===== src/rtl/rot_shift_sched_pkg.sv =====
// Shared definitions for the rotating-register scheduler: op encoding,
// FSM state encoding and reset constants.
package rot_shift_sched_pkg;

  typedef enum logic [1:0] {
    OP_NOP  = 2'b00,
    OP_LOAD = 2'b01,
    OP_ROTL = 2'b10,
    OP_ROTR = 2'b11
  } op_t;

  typedef enum logic [1:0] {
    ST_IDLE = 2'd0,
    ST_EXEC = 2'd1,
    ST_DONE = 2'd2
  } state_t;

  // Register comes out of reset with only the LSB set.
  localparam int unsigned RST_COUNT = 1;

  // Last-grant pointer resets to requester 1 so requester 0 wins the first tie.
  localparam logic RST_LAST_GRANT = 1'b1;

endpackage


===== src/rtl/rot_shift_sched_rot_reg.sv =====
// rot_reg: WIDTH-bit register with load / rotate-left / rotate-right / hold.
// Load has priority over the rotate controls; async reset to RST_COUNT.
module rot_reg
  import rot_shift_sched_pkg::*;
#(
  parameter int WIDTH = 4
) (
  input  logic             clock,
  input  logic             reset,
  input  logic             load,
  input  logic             rotl,
  input  logic             rotr,
  input  logic [WIDTH-1:0] data,
  output logic [WIDTH-1:0] value
);

  // Register update: one operation per cycle, otherwise hold.
  always_ff @(posedge clock or posedge reset) begin
    if (reset) begin
      value <= WIDTH'(RST_COUNT);
    end else if (load) begin
      value <= data;
    end else if (rotl) begin
      value <= {value[WIDTH-2:0], value[WIDTH-1]};
    end else if (rotr) begin
      value <= {value[0], value[WIDTH-1:1]};
    end
  end

endmodule


===== src/rtl/rot_shift_sched.sv =====
// rot_shift_sched: two-requester scheduler driving a rotating register.
// FSM IDLE -> EXEC -> DONE -> IDLE plus a requester arbiter; the register
// itself lives in rot_reg.
// Optional macro ROT_SHIFT_SCHED_FIXED_PRIO_EN: requester 0 always wins ties
// and no last-grant pointer exists; otherwise ties are round-robin.
//
// Handshake: req_ready is combinational, only in IDLE, one-hot on the granted
// requester among those with req_valid=1. A command is accepted on a rising
// edge where req_valid[i] & req_ready[i]; the other requester's inputs are
// ignored until it is granted.
module rot_shift_sched
  import rot_shift_sched_pkg::*;
#(
  parameter int WIDTH = 4,
  parameter int AMT_W = 3
) (
  input  logic                 clock,
  input  logic                 reset,
  input  logic [1:0]           req_valid,
  output logic [1:0]           req_ready,
  input  logic [3:0]           req_op,
  input  logic [2*AMT_W-1:0]   req_amt,
  input  logic [2*WIDTH-1:0]   req_data,
  output logic [WIDTH-1:0]     count,
  output logic                 busy,
  output logic                 done,
  output logic                 done_id,
  output state_t               dbg_state
);

  state_t             state;
  op_t                cur_op;
  logic [AMT_W-1:0]   remaining;
  logic [WIDTH-1:0]   cur_data;
  logic               cur_id;

  logic               grant_id;
  logic               handshake;
  logic [1:0]         sel_op;
  logic [AMT_W-1:0]   sel_amt;
  logic [WIDTH-1:0]   sel_data;

  logic               exec;
  logic               step;
  logic               reg_load;
  logic               reg_rotl;
  logic               reg_rotr;

`ifndef ROT_SHIFT_SCHED_FIXED_PRIO_EN
  logic               last_grant;
`endif

  assign dbg_state = state;

  // Arbiter: pick the requester to serve and raise its ready while IDLE.
  always_comb begin
    grant_id = 1'b0;
`ifdef ROT_SHIFT_SCHED_FIXED_PRIO_EN
    grant_id = ~req_valid[0];
`else
    if (&req_valid) begin
      grant_id = ~last_grant;
    end else begin
      grant_id = req_valid[1];
    end
`endif
    req_ready = 2'b00;
    if ((state == ST_IDLE) && !reset && (|req_valid)) begin
      req_ready[grant_id] = 1'b1;
    end
  end

  assign handshake = |(req_valid & req_ready);
  assign sel_op    = grant_id ? req_op[3:2] : req_op[1:0];
  assign sel_amt   = grant_id ? req_amt[2*AMT_W-1:AMT_W] : req_amt[AMT_W-1:0];
  assign sel_data  = grant_id ? req_data[2*WIDTH-1:WIDTH] : req_data[WIDTH-1:0];

  // Register controls decoded from the latched command while executing.
  always_comb begin
    exec     = (state == ST_EXEC);
    step     = exec && (remaining != '0) &&
               ((cur_op == OP_ROTL) || (cur_op == OP_ROTR));
    reg_load = exec && (cur_op == OP_LOAD);
    reg_rotl = step && (cur_op == OP_ROTL);
    reg_rotr = step && (cur_op == OP_ROTR);
  end

  // Scheduler FSM: accept a command, step it to completion, pulse done.
  always_ff @(posedge clock or posedge reset) begin
    if (reset) begin
      state      <= ST_IDLE;
      cur_op     <= OP_NOP;
      remaining  <= '0;
      cur_data   <= '0;
      cur_id     <= 1'b0;
      busy       <= 1'b0;
      done       <= 1'b0;
      done_id    <= 1'b0;
`ifndef ROT_SHIFT_SCHED_FIXED_PRIO_EN
      last_grant <= RST_LAST_GRANT;
`endif
    end else begin
      case (state)
        ST_IDLE: begin
          if (handshake) begin
            cur_op     <= op_t'(sel_op);
            remaining  <= sel_amt;
            cur_data   <= sel_data;
            cur_id     <= grant_id;
            busy       <= 1'b1;
            state      <= ST_EXEC;
`ifndef ROT_SHIFT_SCHED_FIXED_PRIO_EN
            last_grant <= grant_id;
`endif
          end
        end
        ST_EXEC: begin
          if (step) begin
            remaining <= remaining - AMT_W'(1);
          end
          // Non-rotating commands and amt=0 finish after one cycle; rotations
          // finish on the edge that applies their last step.
          if (!step || (remaining == AMT_W'(1))) begin
            state   <= ST_DONE;
            done    <= 1'b1;
            done_id <= cur_id;
          end
        end
        ST_DONE: begin
          state <= ST_IDLE;
          done  <= 1'b0;
          busy  <= 1'b0;
        end
        default: begin
          state <= ST_IDLE;
          done  <= 1'b0;
          busy  <= 1'b0;
        end
      endcase
    end
  end

  rot_reg #(
    .WIDTH(WIDTH)
  ) u_rot_reg (
    .clock(clock),
    .reset(reset),
    .load (reg_load),
    .rotl (reg_rotl),
    .rotr (reg_rotr),
    .data (cur_data),
    .value(count)
  );

endmodule

===== config.mk =====
export PLATFORM = sky130hd
export DESIGN_NAME = rot_shift_sched
export DESIGN_NICKNAME = d
export VERILOG_FILES = /design/src/rtl/rot_shift_sched_pkg.sv /design/src/rtl/rot_shift_sched_rot_reg.sv /design/src/rtl/rot_shift_sched.sv
export SDC_FILE = /design/constraint.sdc
export NUM_CORES = 1
export LEC_CHECK = 0
export ABC_AREA = 0
export BUFFER_PORTS_ARGS = -buffer_cell sky130_fd_sc_hd__buf_2
export CORE_UTILIZATION = 50
export DETAILED_ROUTE_END_ITERATION = 8
export GPL_TIMING_DRIVEN = 0
export HOLD_SLACK_MARGIN = 0.05
export PLACE_DENSITY = 0.87
export REMOVE_ABC_BUFFERS = 1
export SETUP_SLACK_MARGIN = 0.05
export SLEW_MARGIN = 40
export SYNTH_ARGS = -nofsm -noshare
export SYNTH_HDL_FRONTEND = slang
export SYNTH_SLANG_ARGS = --single-unit

===== constraint.sdc =====
create_clock -name clock -period 2.85 [get_ports clock]
set_clock_uncertainty 0.2 [all_clocks]
set_input_delay 0.285 -clock clock [delete_from_list [all_inputs] [get_ports clock]]
set_output_delay 0.285 -clock clock [all_outputs]
set_load 0.01 [all_outputs]

==> results.sh <==
export IMPL_vias_per_cell=5.55
export IMPL_hold_violations=0
export IMPL_vias=882
export IMPL_gp_congestion=0.760
export IMPL_ctsHoldBuffers=1
export IMPL_layout_drive_gt1_share_pct=36.4
export IMPL_reg2reg_slack_ns=1.14
export IMPL_synth_seq_area_share_pct=47.2
export IMPL_max_clock_freq_ghz=0.429
export IMPL_netlist_instances=98
export IMPL_drc=0
export IMPL_synth_ff_type="dfrtp_1"
export IMPL_p_int_mw=0.849
export IMPL_totalPowerFinal_mw=1.35
export IMPL_io_buffers=32
export IMPL_p_clk_share_pct=16.8
export IMPL_relSlewSlack_pct=51.0
export IMPL_grt_pass1_wl_mm=3.53
export IMPL_synthTopCellsByArea="dfrtp_1 (42%), mux2i_1 (11%), o21ai_0 (5.2%)"
export IMPL_min_period_ns=2.33
export IMPL_hold_path_class="input pin to flip-flop"
export IMPL_grt_busiest_layer="met2"
export IMPL_yosysUniqueCellTypes=32
export IMPL_cap_viol_max_count=0
export IMPL_core_area_mm2=0.00198
export IMPL_track_usage_pct=22.3
export IMPL_hold_end="cur_data[3]"
export IMPL_timing_rr_start="last_grant"
export IMPL_area_growth_pct=22.8
export IMPL_critical_path_class="input pin to output port"
export IMPL_critPathMaxFanout=15
export IMPL_cp_end_kind="output port"
export IMPL_grtUsageMet2_pct=36.3
export IMPL_p_comb_share_pct=41.6
export IMPL_wirelength_mm=2.22
export IMPL_grt_max_degree=21
export IMPL_status="completed"
export IMPL_cts_tree="done"
export IMPL_ios=33
export IMPL_antenna_found_initial=0
export IMPL_cts_htree_levels=1
export IMPL_layout_setup_ws_ns=0.519
export IMPL_ir_worst_vdd_v=0.000570
export IMPL_leakage_nw=0.679
export IMPL_synth_edf_count=0
export IMPL_cts_resized=0
export IMPL_place_ws_ns=0.985
export IMPL_synth_top_cell_area_share_pct=42.3
export IMPL_worst_r2r_cell_count=4
export IMPL_worstMarginPinSlew_ns=0.734
export IMPL_clk_pin_slew_ns=0.11
export IMPL_grtUsageMet3_pct=3.70
export IMPL_crit_arrival_ns=1.85
export IMPL_postCtsSetupBuffers=0
export IMPL_slew_violations=0
export IMPL_reg2reg_to="remaining[0]"
export IMPL_netSwitchingFraction_pct=37.1
export IMPL_insertion_delay_ns=0.29
export IMPL_wl_per_cell_um=14.0
export IMPL_die_area_mm2=0.00232
export IMPL_avgSynthCellArea_um2=10.9
export IMPL_clk_path_buf_depth=2
export IMPL_nets=158
export IMPL_whs_path_depth=3
export IMPL_design_area_mm2=0.00131
export IMPL_rsz0062_at_grt="false"
export IMPL_cts_buffers=3
export IMPL_placementRows=16
export IMPL_startpoint_type="input pin"
export IMPL_start_util_pct=53.8
export IMPL_setup_violations=0
export IMPL_regArea_um2=503
export IMPL_p_sw_mw=0.501
export IMPL_grt_pass1_vias=806
export IMPL_netlist_area_mm2=0.00107
export IMPL_fin_tns_setup_ns=0
export IMPL_yosysTopAreaCell="dfrtp_1"
export IMPL_postRouteAntennaNets=0
export IMPL_power_density_mw_per_mm2=1030
export IMPL_diodes=0
export IMPL_hp_start="req_data[7]"
export IMPL_multi_input_comb_area_um2=523
export IMPL_power_frac_seq_pct=41.6
export IMPL_die_h_um=48.2
export IMPL_die_width_um=48.2
export IMPL_ys_warn_count=0
export IMPL_placed_cell_area_mm2=0.00125
export IMPL_async_reset_ff_share_pct=100
export IMPL_drt_iter0_drc=12
export IMPL_root_buffer="clkbuf_4"
export IMPL_fill_cells=150
export IMPL_required_ns=2.37
export IMPL_firstDrtPassIters=4
export IMPL_grt_overflow=0
export IMPL_clkSinkCount=20
export IMPL_timing_final_crit_share_pct=81.8
export IMPL_gr_usage_met1_pct=28.1
export IMPL_synth_seq_cells=20
export IMPL_hpwl_mm=1.72
## Yosys cell counts (all sizes together) (2+ instances only)
cell type  instances
buf                3
a21o               2
ha                 3
dfstp              2
inv                5
a221o              4
mux2i             12
a21oi              3
dfrtp             18
mux2               2
nand2b             2
o21bai             2
o21ai             12
nand2              9
nor2               6
## power groups by stage
stage	clock (mW)	sequential, mW	combinational [mW]
6_report	0.227	0.561	0.561
4_1_cts	0.230	0.559	0.567
2_1_floorplan	0	0.557	0.382
3_3_place_gp	0	0.550	0.524
3_5_place_dp	0	0.564	0.564
5_1_grt	0.239	0.581	0.640
## state kept, by name, summed over array words and instances, names as in the netlist
register	count
cur_data	4
done_id	1
remaining	3
cur_op	2
done	1
u_rot_reg.value	4
last_grant	1
busy	1
cur_id	1
dbg_state	2
## layout by cell type, fill, tap and decap left out, types with 2 or more instances in the layout
| master | netlist | routed |
|---|---|---|
| dfrtp_1 | 18 | 18 |
| dfstp_2 | 2 | 2 |
| nand2_1 | 9 | 9 |
| nor2_1 | 6 | 6 |
| a21o_1 | 2 | 2 |
| inv_1 | 5 | 5 |
| o21bai_1 | 2 | 2 |
| a221o_1 | 4 | 4 |
| clkbuf_4 | 0 | 3 |
| o21ai_0 | 11 | 10 |
| mux2i_1 | 12 | 12 |
| ha_1 | 3 | 3 |
| a21oi_1 | 3 | 3 |
| buf_2 | 2 | 32 |
## through the flow
step	utilization (%)	hold slack, ns	instances
4_1_cts	66.0	0.0740	159
3_5_place_dp	62.9	0.251	154
2_1_floorplan	-	0.0473	94
5_1_grt	66.0	0.0828	159
3_3_place_gp	62.3	0.253	153
6_report	66.0	0.0726	159
## cell families after synthesis
logic type / share of synthesized area (%)
xor+xnor: 0.822
buf+inv: 4.11
compound gates: 18.8
simple gates: 11.9
flops: 47.2
fa+ha+maj: 3.52
mux: 13.7
## final cells by class
class | instances | share of cell area [%]
Clock buffer | 3 | 1.72
Multi-Input combinational cell | 69 | 40.0
Inverter | 5 | 1.43
Tap cell | 27 | 2.58
Sequential cell | 20 | 38.4
Timing Repair Buffer | 34 | 13.6
Clock inverter | 1 | 2.29
## critical path: stages
cell and delay [ns]:
dlygate4sd3_1 0.54, buf_2 0.13, nor3_1 0.19, o21ai_2 0.15
buf_4 0.21, nor2_1 0.18, buf_2 0.16
## metal layers
| metal | vias up | part of all wire, % |
|---|---|---|
| met1 | 427 | 42 |
| met2 | 27 | 52 |
| met3 | 8 | 3.6 |
| met4 | 0 | 1.9 |
| met5 | - | 0 |
| li1 | 420 | - |
## worst max path at each step
| stage | from | endpoint | slack [ns] | cells past startpoint |
|---|---|---|---|---|
| 5_1_grt | reset | req_ready[1] | 0.44 | 7 |
| 3_3_place_gp | req_valid[1] | req_ready[1] | 0.19 | 4 |
| 6_report | reset | req_ready[1] | 0.52 | 7 |
| 3_5_place_dp | dbg_state[0] | req_ready[1] | 0.98 | 5 |
| 2_1_floorplan | req_valid[1] | cur_id | 0.78 | 3 |
| 4_1_cts | reset | req_ready[1] | 0.52 | 7 |
Power figures use the tool's default switching activity.
